[src/rtl/mem_wait_state_ram_pkg.sv]
// Shared constants and types for the wait-state RAM slave.
package mem_pkg;

  localparam int WIDTH      = 16;
  localparam int DEPTH      = 64;
  localparam int ADDR_WIDTH = $clog2(DEPTH);

  typedef enum logic [1:0] {IDLE, BUSY, RESP} mem_state_e;
  typedef logic [WIDTH-1:0] mem_word_t;

  // Wait counter must hold the larger wait count; never narrower than one bit.
  function automatic int cnt_width(input int wr_wait, input int rd_wait);
    int m;
    m = (wr_wait > rd_wait) ? wr_wait : rd_wait;
    return ($clog2(m + 1) < 1) ? 1 : $clog2(m + 1);
  endfunction

endpackage

[src/rtl/mem_wait_state_ram_array.sv]
// Word storage: async clear, single write port, combinational read port.
module mem_array #(
  parameter int WIDTH      = 16,
  parameter int DEPTH      = 64,
  parameter int ADDR_WIDTH = $clog2(DEPTH)
) (
  input  logic                  clk_i,
  input  logic                  rst_i,
  input  logic                  wr_en_i,
  input  logic [ADDR_WIDTH-1:0] addr_i,
  input  logic [WIDTH-1:0]      wr_data_i,
  output logic [WIDTH-1:0]      rd_data_o
);

  logic [WIDTH-1:0] mem_q [DEPTH];
  logic [WIDTH-1:0] mem_d [DEPTH];

  always_comb begin
    mem_d = mem_q;
    if (wr_en_i) begin
      mem_d[addr_i] = wr_data_i;
    end
  end

  always_ff @(posedge clk_i or posedge rst_i) begin
    if (rst_i) begin
      mem_q <= '{default: '0};
    end else begin
      mem_q <= mem_d;
    end
  end

  assign rd_data_o = mem_q[addr_i];

endmodule

[src/rtl/mem_wait_state_ram.sv]
// Word-addressed RAM slave with configurable read/write wait states and a
// one-cycle ready_o completion pulse.
//
// state | meaning
// IDLE  | waiting for valid_i; request latched and write committed on accept
// BUSY  | counting down wait states
// RESP  | ready_o high for one cycle, read data already registered
module mem_wait_state_ram
  import mem_pkg::*;
#(
  parameter int WIDTH      = mem_pkg::WIDTH,
  parameter int DEPTH      = mem_pkg::DEPTH,
  parameter int ADDR_WIDTH = $clog2(DEPTH),
  parameter int WR_WAIT    = 0,
  parameter int RD_WAIT    = 1
) (
  input  logic                  clk_i,
  input  logic                  rst_i,
  input  logic                  valid_i,
  input  logic                  wr_rd_i,
  input  logic [ADDR_WIDTH-1:0] addr_i,
  input  logic [WIDTH-1:0]      wr_data_i,
  output logic [WIDTH-1:0]      rd_data_o,
  output logic                  ready_o
);

  localparam int CW = cnt_width(WR_WAIT, RD_WAIT);
  localparam logic [CW-1:0] WR_CNT = CW'(WR_WAIT);
  localparam logic [CW-1:0] RD_CNT = CW'(RD_WAIT);

  mem_state_e            state_q, state_d;
  logic [CW-1:0]         cnt_q, cnt_d;
  logic [ADDR_WIDTH-1:0] addr_q, addr_d;
  logic                  is_wr_q, is_wr_d;
  logic [WIDTH-1:0]      rd_data_q, rd_data_d;

  logic                  mem_wr_en;
  logic [ADDR_WIDTH-1:0] mem_addr;
  logic [WIDTH-1:0]      mem_rd_data;
  logic [CW-1:0]         load_cnt;

  assign load_cnt = wr_rd_i ? WR_CNT : RD_CNT;

  always_comb begin
    state_d   = state_q;
    cnt_d     = cnt_q;
    addr_d    = addr_q;
    is_wr_d   = is_wr_q;
    rd_data_d = rd_data_q;
    mem_wr_en = 1'b0;
    mem_addr  = addr_q;
    case (state_q)
      IDLE: begin
        // The array sees the live address so zero-wait reads resolve at accept.
        mem_addr = addr_i;
        if (valid_i) begin
          addr_d    = addr_i;
          is_wr_d   = wr_rd_i;
          mem_wr_en = wr_rd_i;
          cnt_d     = load_cnt;
          if (load_cnt == '0) begin
            state_d = RESP;
            if (!wr_rd_i) begin
              rd_data_d = mem_rd_data;
            end
          end else begin
            state_d = BUSY;
          end
        end
      end
      BUSY: begin
        cnt_d = cnt_q - CW'(1);
        if (cnt_q == CW'(1)) begin
          state_d = RESP;
          if (!is_wr_q) begin
            rd_data_d = mem_rd_data;
          end
        end
      end
      RESP: begin
        state_d = IDLE;
      end
      default: begin
        state_d = IDLE;
      end
    endcase
  end

  always_ff @(posedge clk_i or posedge rst_i) begin
    if (rst_i) begin
      state_q   <= IDLE;
      cnt_q     <= '0;
      addr_q    <= '0;
      is_wr_q   <= 1'b0;
      rd_data_q <= '0;
    end else begin
      state_q   <= state_d;
      cnt_q     <= cnt_d;
      addr_q    <= addr_d;
      is_wr_q   <= is_wr_d;
      rd_data_q <= rd_data_d;
    end
  end

  mem_array #(
    .WIDTH      (WIDTH),
    .DEPTH      (DEPTH),
    .ADDR_WIDTH (ADDR_WIDTH)
  ) u_mem_array (
    .clk_i     (clk_i),
    .rst_i     (rst_i),
    .wr_en_i   (mem_wr_en),
    .addr_i    (mem_addr),
    .wr_data_i (wr_data_i),
    .rd_data_o (mem_rd_data)
  );

  assign ready_o   = (state_q == RESP);
  assign rd_data_o = rd_data_q;

endmodule
[config.mk]
export PLATFORM = sky130hd
export DESIGN_NAME = mem_wait_state_ram
export DESIGN_NICKNAME = d
export VERILOG_FILES = /design/src/rtl/mem_wait_state_ram_pkg.sv /design/src/rtl/mem_wait_state_ram_array.sv /design/src/rtl/mem_wait_state_ram.sv
export SDC_FILE = /design/constraint.sdc
export NUM_CORES = 2
export LEC_CHECK = 0
export ABC_AREA = 1
export BUFFER_PORTS_ARGS = -buffer_cell sky130_fd_sc_hd__buf_2
export CAP_MARGIN = 20
export CORE_ASPECT_RATIO = 0.75
export CORE_MARGIN = 2
export CORE_UTILIZATION = 50
export CTS_CLUSTER_DIAMETER = 60
export DETAILED_ROUTE_END_ITERATION = 10
export PLACE_DENSITY = 0.72
export SYNTH_ARGS = -nofsm -noshare
export SYNTH_HDL_FRONTEND = slang
export SYNTH_SLANG_ARGS = --single-unit
export TNS_END_PERCENT = 30
[constraint.sdc]
create_clock -name clk_i -period 51.7 [get_ports clk_i]
set_input_delay 7.755 -clock clk_i [delete_from_list [all_inputs] [get_ports clk_i]]
set_output_delay 7.755 -clock clk_i [all_outputs]
set_load 0.01 [all_outputs]
# Word-level counts from Yosys, hierarchy flattened

Cells that the tools add are included.

Output and inout port bits: 17
Input bits: 26
Register bits: 1050

Order comparisons: 2
$add $sub $neg: 1
Muxes and demuxes: 16
Equality and inequality tests: 4
Reduce and logical (&&, ||, !) cells: 7
Bitwise logic cells: 2

Operators by type and width:

| kind                  | number |
|---|---|
| $bwmux W1024          | 1 |
| $bmux W16 S6          | 1 |
| $demux W16 S6         | 1 |
| $mux W16              | 3 |
| $ge A7 B7 Y1 const B  | 1 |
| $lt A7 B1 Y1 const B  | 1 |
| $not A6 Y7            | 1 |
| $mux W2               | 3 |
| $mux W6               | 1 |
| $reduce_and A2 Y1     | 3 |
| $mux W1               | 4 |
| $ne A2 B2 Y1 const B  | 2 |
| $pmux W2 S2           | 1 |
| $reduce_and A3 Y1     | 1 |
| $eq A2 B1 Y1 const B  | 1 |
| $eq A2 B2 Y1 const B  | 1 |
| $logic_not A2 Y1      | 1 |
| $pmux W1 S2           | 1 |
| $reduce_bool A2 Y1    | 1 |
| $logic_and A1 B1 Y1   | 1 |
| $not A1 Y1            | 1 |
| $sub A1 B1 Y1 const B | 1 |

# Depth between registers and ports, before layout

Depth in word-level cells: 8
Depth in mapped cells: 15
Depth with buffers taken out: 13

# Cells and area by module

From an unflattened synthesis, not the netlist that was laid out.

Cells, all modules: 6753
Area, all modules: 50233.2 um^2

Modules (own cells, without submodules):

| module             | instances | seq. area each (um^2) | area an instance (um^2) | cells an instance |
|---|---|---|---|---|
| mem_array          | 1         | 25624.6               | 49052.0                 | 6618 |
| mem_wait_state_ram | 1         | 650.6                 | 1181.1                  | 135 |

# Worst setup path before layout

Ideal clock, no wire load.

Kind: input to register
Start: input port addr_i[4]
End: register u_mem_array.mem_q[644] (netlist name)
Path slack: 42486 ps
Stages: 10
Data arrival time: 9097 ps
Cells stage by stage: inv_1 o21ai_2 nand2_1 nor2_2 inv_1 nor2_2 buf_2 nor2_1 a21oi_1 inv_1

Word-level cells in the longest chain between the ends: 7
Elaborated cells between the ends (all ways): 8
Those cells by class: order compare (2); mux (4); bitwise (1); reduce/logical (1)

Ends and longest elaborated chain:

| element                                                            | line                           | source |
|---|---|---|
| start: declaration                                                 | mem_wait_state_ram.sv:21       | `input logic [ADDR_WIDTH-1:0] addr_i,` |
| $mux W6 (*)                                                        | mem_wait_state_ram.sv:52       | `case (state_q)` |
| $not A6 Y7 (implied by the code) (*)                               | mem_wait_state_ram_array.sv:21 | `mem_d[addr_i] = wr_data_i;` |
| $ge A7 B7 Y1 (implied by the code) or $lt A7 B1 Y1 (tied branches) | mem_wait_state_ram_array.sv:21 |  |
| $logic_and A1 B1 Y1 (implied by the code)                          | mem_wait_state_ram_array.sv:21 |  |
| $mux W16 (implied by the code)                                     | mem_wait_state_ram_array.sv:21 |  |
| $demux W16 S6 (*)                                                  | mem_wait_state_ram_array.sv:21 |  |
| $bwmux W1024 (*)                                                   | mem_wait_state_ram_array.sv:21 |  |
| end signal: assignment                                             | mem_wait_state_ram_array.sv:29 | `mem_q <= mem_d;` |
| end: declaration                                                   | mem_wait_state_ram_array.sv:15 | `logic [WIDTH-1:0] mem_q [DEPTH];` |

Mark *: on every way between the ends. The rest lies on a longest branch, timed or not.
A chain may end at the register's enable or synchronous reset.

==> impl_metrics.ini <==
[outcome]
status = finished, final reports clean

[cts]
ctsHoldBuffers = 0
clockRootBuffer = clkbuf_16
cts_sinks = 1050
clk_latency_ps = 710
cts_tree = built
clockBufferDepth = 3
cts_setup_buffers = 0
post_cts_resized = 0
cts_buffers = 101
htree_levels = 3
cts.clk_slew.worst_paths_ps = 60

[worst_setup_path]
cpMostUsedCell = buf_4
crit_fanout = 183
critPathSlowestCell = buf_4
cp-start-kind = input port
criticalPathCategory = input port to async pin
worst-path-buf-inv = 7
cp_cell_sequence = buf_2, inv_8, buf_12, buf_4, buf_4, buf_4, buf_4
cpLargestDelayFamily = buffers and inverters
crit_arrival_ps = 12780
slowest_delay_ps = 900
cp.required_ps = 52370
critPathCaptureType = async pin

[min_path]
hold_path_class = flip-flop to flip-flop

[synthesis]
netlist_area_sq_um = 50200
synth_compound_area_share_pct = 13.7
synth_mux_area_share_pct = 0
synth_nets = 6674
synth-edff-count = 0
synth_top_family_by_area = simple AND/OR/NAND/NOR gates
syn-instance-count = 6648
synthArstFlopShare_pct = 100
synth_xor_area_share_pct = 0
ys_types = 26
synth.ff_latch_count = 1050
ys_seq_area_share_pct = 52.4
synth-simple-area-share_pct = 22.6
yosysWarnings = 0
postSynthAreaPerCell_sq_um = 7.55
synthAdderAreaFrac_pct = 0
synth-main-ff-cell = dfrtp_1

[timing]
finClkSkew_ps = 31.9
finalSetupViolations = 0
rsz0062_at_grt = no
min_period_over_period_pct = 23.4
slew_headroom_pct = 14.0
tns_ps = 0
fmax_mhz = 82.6
hold_viol_final = 0
drv_slew = 0
worst_slew_pin_slew_ps = 1290
post-route-min-period_ps = 12100

[pwr]
power_density_nw_per_um2 = 62.5
power_mw = 3.42
power_leakage_nw = 26.5
peakVddDrop_mv = 0.0703

[layout]
final_cell_mix = nand2_1, dfrtp_1, inv_1
final_core_util_pct = 55.1
layout-drive-gt1-share_pct = 5.96
nNetsFinal = 6432
antenna_cells = 0
area_growth_pct = 9.15
regArea_sq_um = 26300
fill_cells = 9200
final_common_cell = nand2_1
multi_input_comb_area_sq_um = 18300

[run]
cap_viol_max_count = 0

[floorplan]
pin_count = 43
die_x_um = 370
num_rows = 100
die_h_um = 278
start_util_pct = 50.5
core_sq_um = 99300
die-area_sq_um = 103000

[drt]
wl_mm = 141
drc = 0
ant_nets = 0
vias_per_cell = 5.36
routedWlPerCell_um = 18.1
first_pass_iters = 6
drt_iter0_markers = 5278
num_vias = 41900

[global_routing]
antenna_found_initial = 2
grtUsageTotal_pct = 27.7
grt_pass1_wl_mm = 224
overflow = 0
grt_start_max_net_pins = 209
grt_pass1_vias = 38600

[place]
io_buffers = 42
place.gp.congestion = 0.865
hpwlAfterDp_mm = 79.7
registers in the layout, indices dropped and copies added, names as in the netlist:
signal / cells
rd_data_o: 16
addr_q: 6
is_wr_q: 1
cnt_q: 1
state_q: 2
u_mem_array.mem_q: 1024
worst register-to-register path, cell delays in order (launching register included):
cell     delay [ps]
dfrtp_1         420
nor2_2          410
nand2_1         170
nand2_4         110
buf_12          640
buf_4           790
buf_4           890
nand2_1         180
nand3_1         120
nand2_1         120
o21ai_0         380
nand2_1         250
nor2_1          290
nand3_1         130
nand2_1          90
inv_1            40
cell usage after synthesis, types with 4 or more instances:
master,instances,area (sq um)
nor2_2,11,68.8
nand2_2,18,113
nand2_1,2207,8280
nor3_2,4,40.0
nand3_1,360,1800
buf_2,169,846
buf_1,21,78.8
or2_2,16,100
clkbuf_1,284,1070
o21ai_1,117,586
dfrtp_1,1050,26300
o21ai_0,932,4660
inv_1,973,3650
o211ai_1,160,1200
inv_2,11,41.3
nor2_1,214,803
a21oi_1,80,400
nand4_1,8,50.1
through the flow:
step | instances | cell area [sq um] | hold WS [ps] | setup WS (ps)
floorplan | 6648 | 50200 | 451 | 14390
global placement | 7598 | 50600 | 465 | 38570
detailed placement | 7600 | 50700 | 472 | 38560
CTS | 7778 | 54100 | 487 | 39300
global route | 7807 | 54800 | 496 | 38680
finish | 7807 | 54800 | 481 | 39600
layer usage:
metal / share of wire (%) / GRT usage (%)
met5: 0.0071 / 0
met4: 3.2 / 8.51
met3: 8.7 / 5.36
met2: 43 / 41.3
met1: 45 / 40.7
final cells by class:
type,instances,area share (%)
Clock inverter,31,0.774
Clock buffer,147,5.52
Tap cell,1326,3.03
Timing Repair Buffer,131,2.58
Multi-Input combinational cell,4138,33.4
Sequential cell,1050,48.0
Inverter,984,6.76
cells by family (layout without fill, tap and decap cells):
logic type,count (synthesis),count (layout)
buf+inv,1460,1293
compound gates,1294,1294
flops,1050,1050
simple gates,2844,2844
report_power, final:
group,switching [mW],internal (mW)
Clock,0.324,0.453
Sequential,0.150,1.11
Combinational,0.969,0.420
path summary, 6_finish.rpt:
kind / from / endpoint / slack [ps] / cells past startpoint
setup reg to reg: state_q[0] / rd_data_o[6] / 46580 / 15
min in group asynchronous: rst_i / u_mem_array.mem_q[446] / 7260 / 2
setup / recovery: rst_i / u_mem_array.mem_q[735] / 39600 / 7
hold / removal: u_mem_array.mem_q[142] / u_mem_array.mem_q[142] / 480 / 2
hold reg to reg: u_mem_array.mem_q[142] / u_mem_array.mem_q[142] / 480 / 2
max in group clk_i: addr_i[0] / rd_data_o[6] / 40290 / 15
No activity file was read; power rests on OpenSTA's default activity.
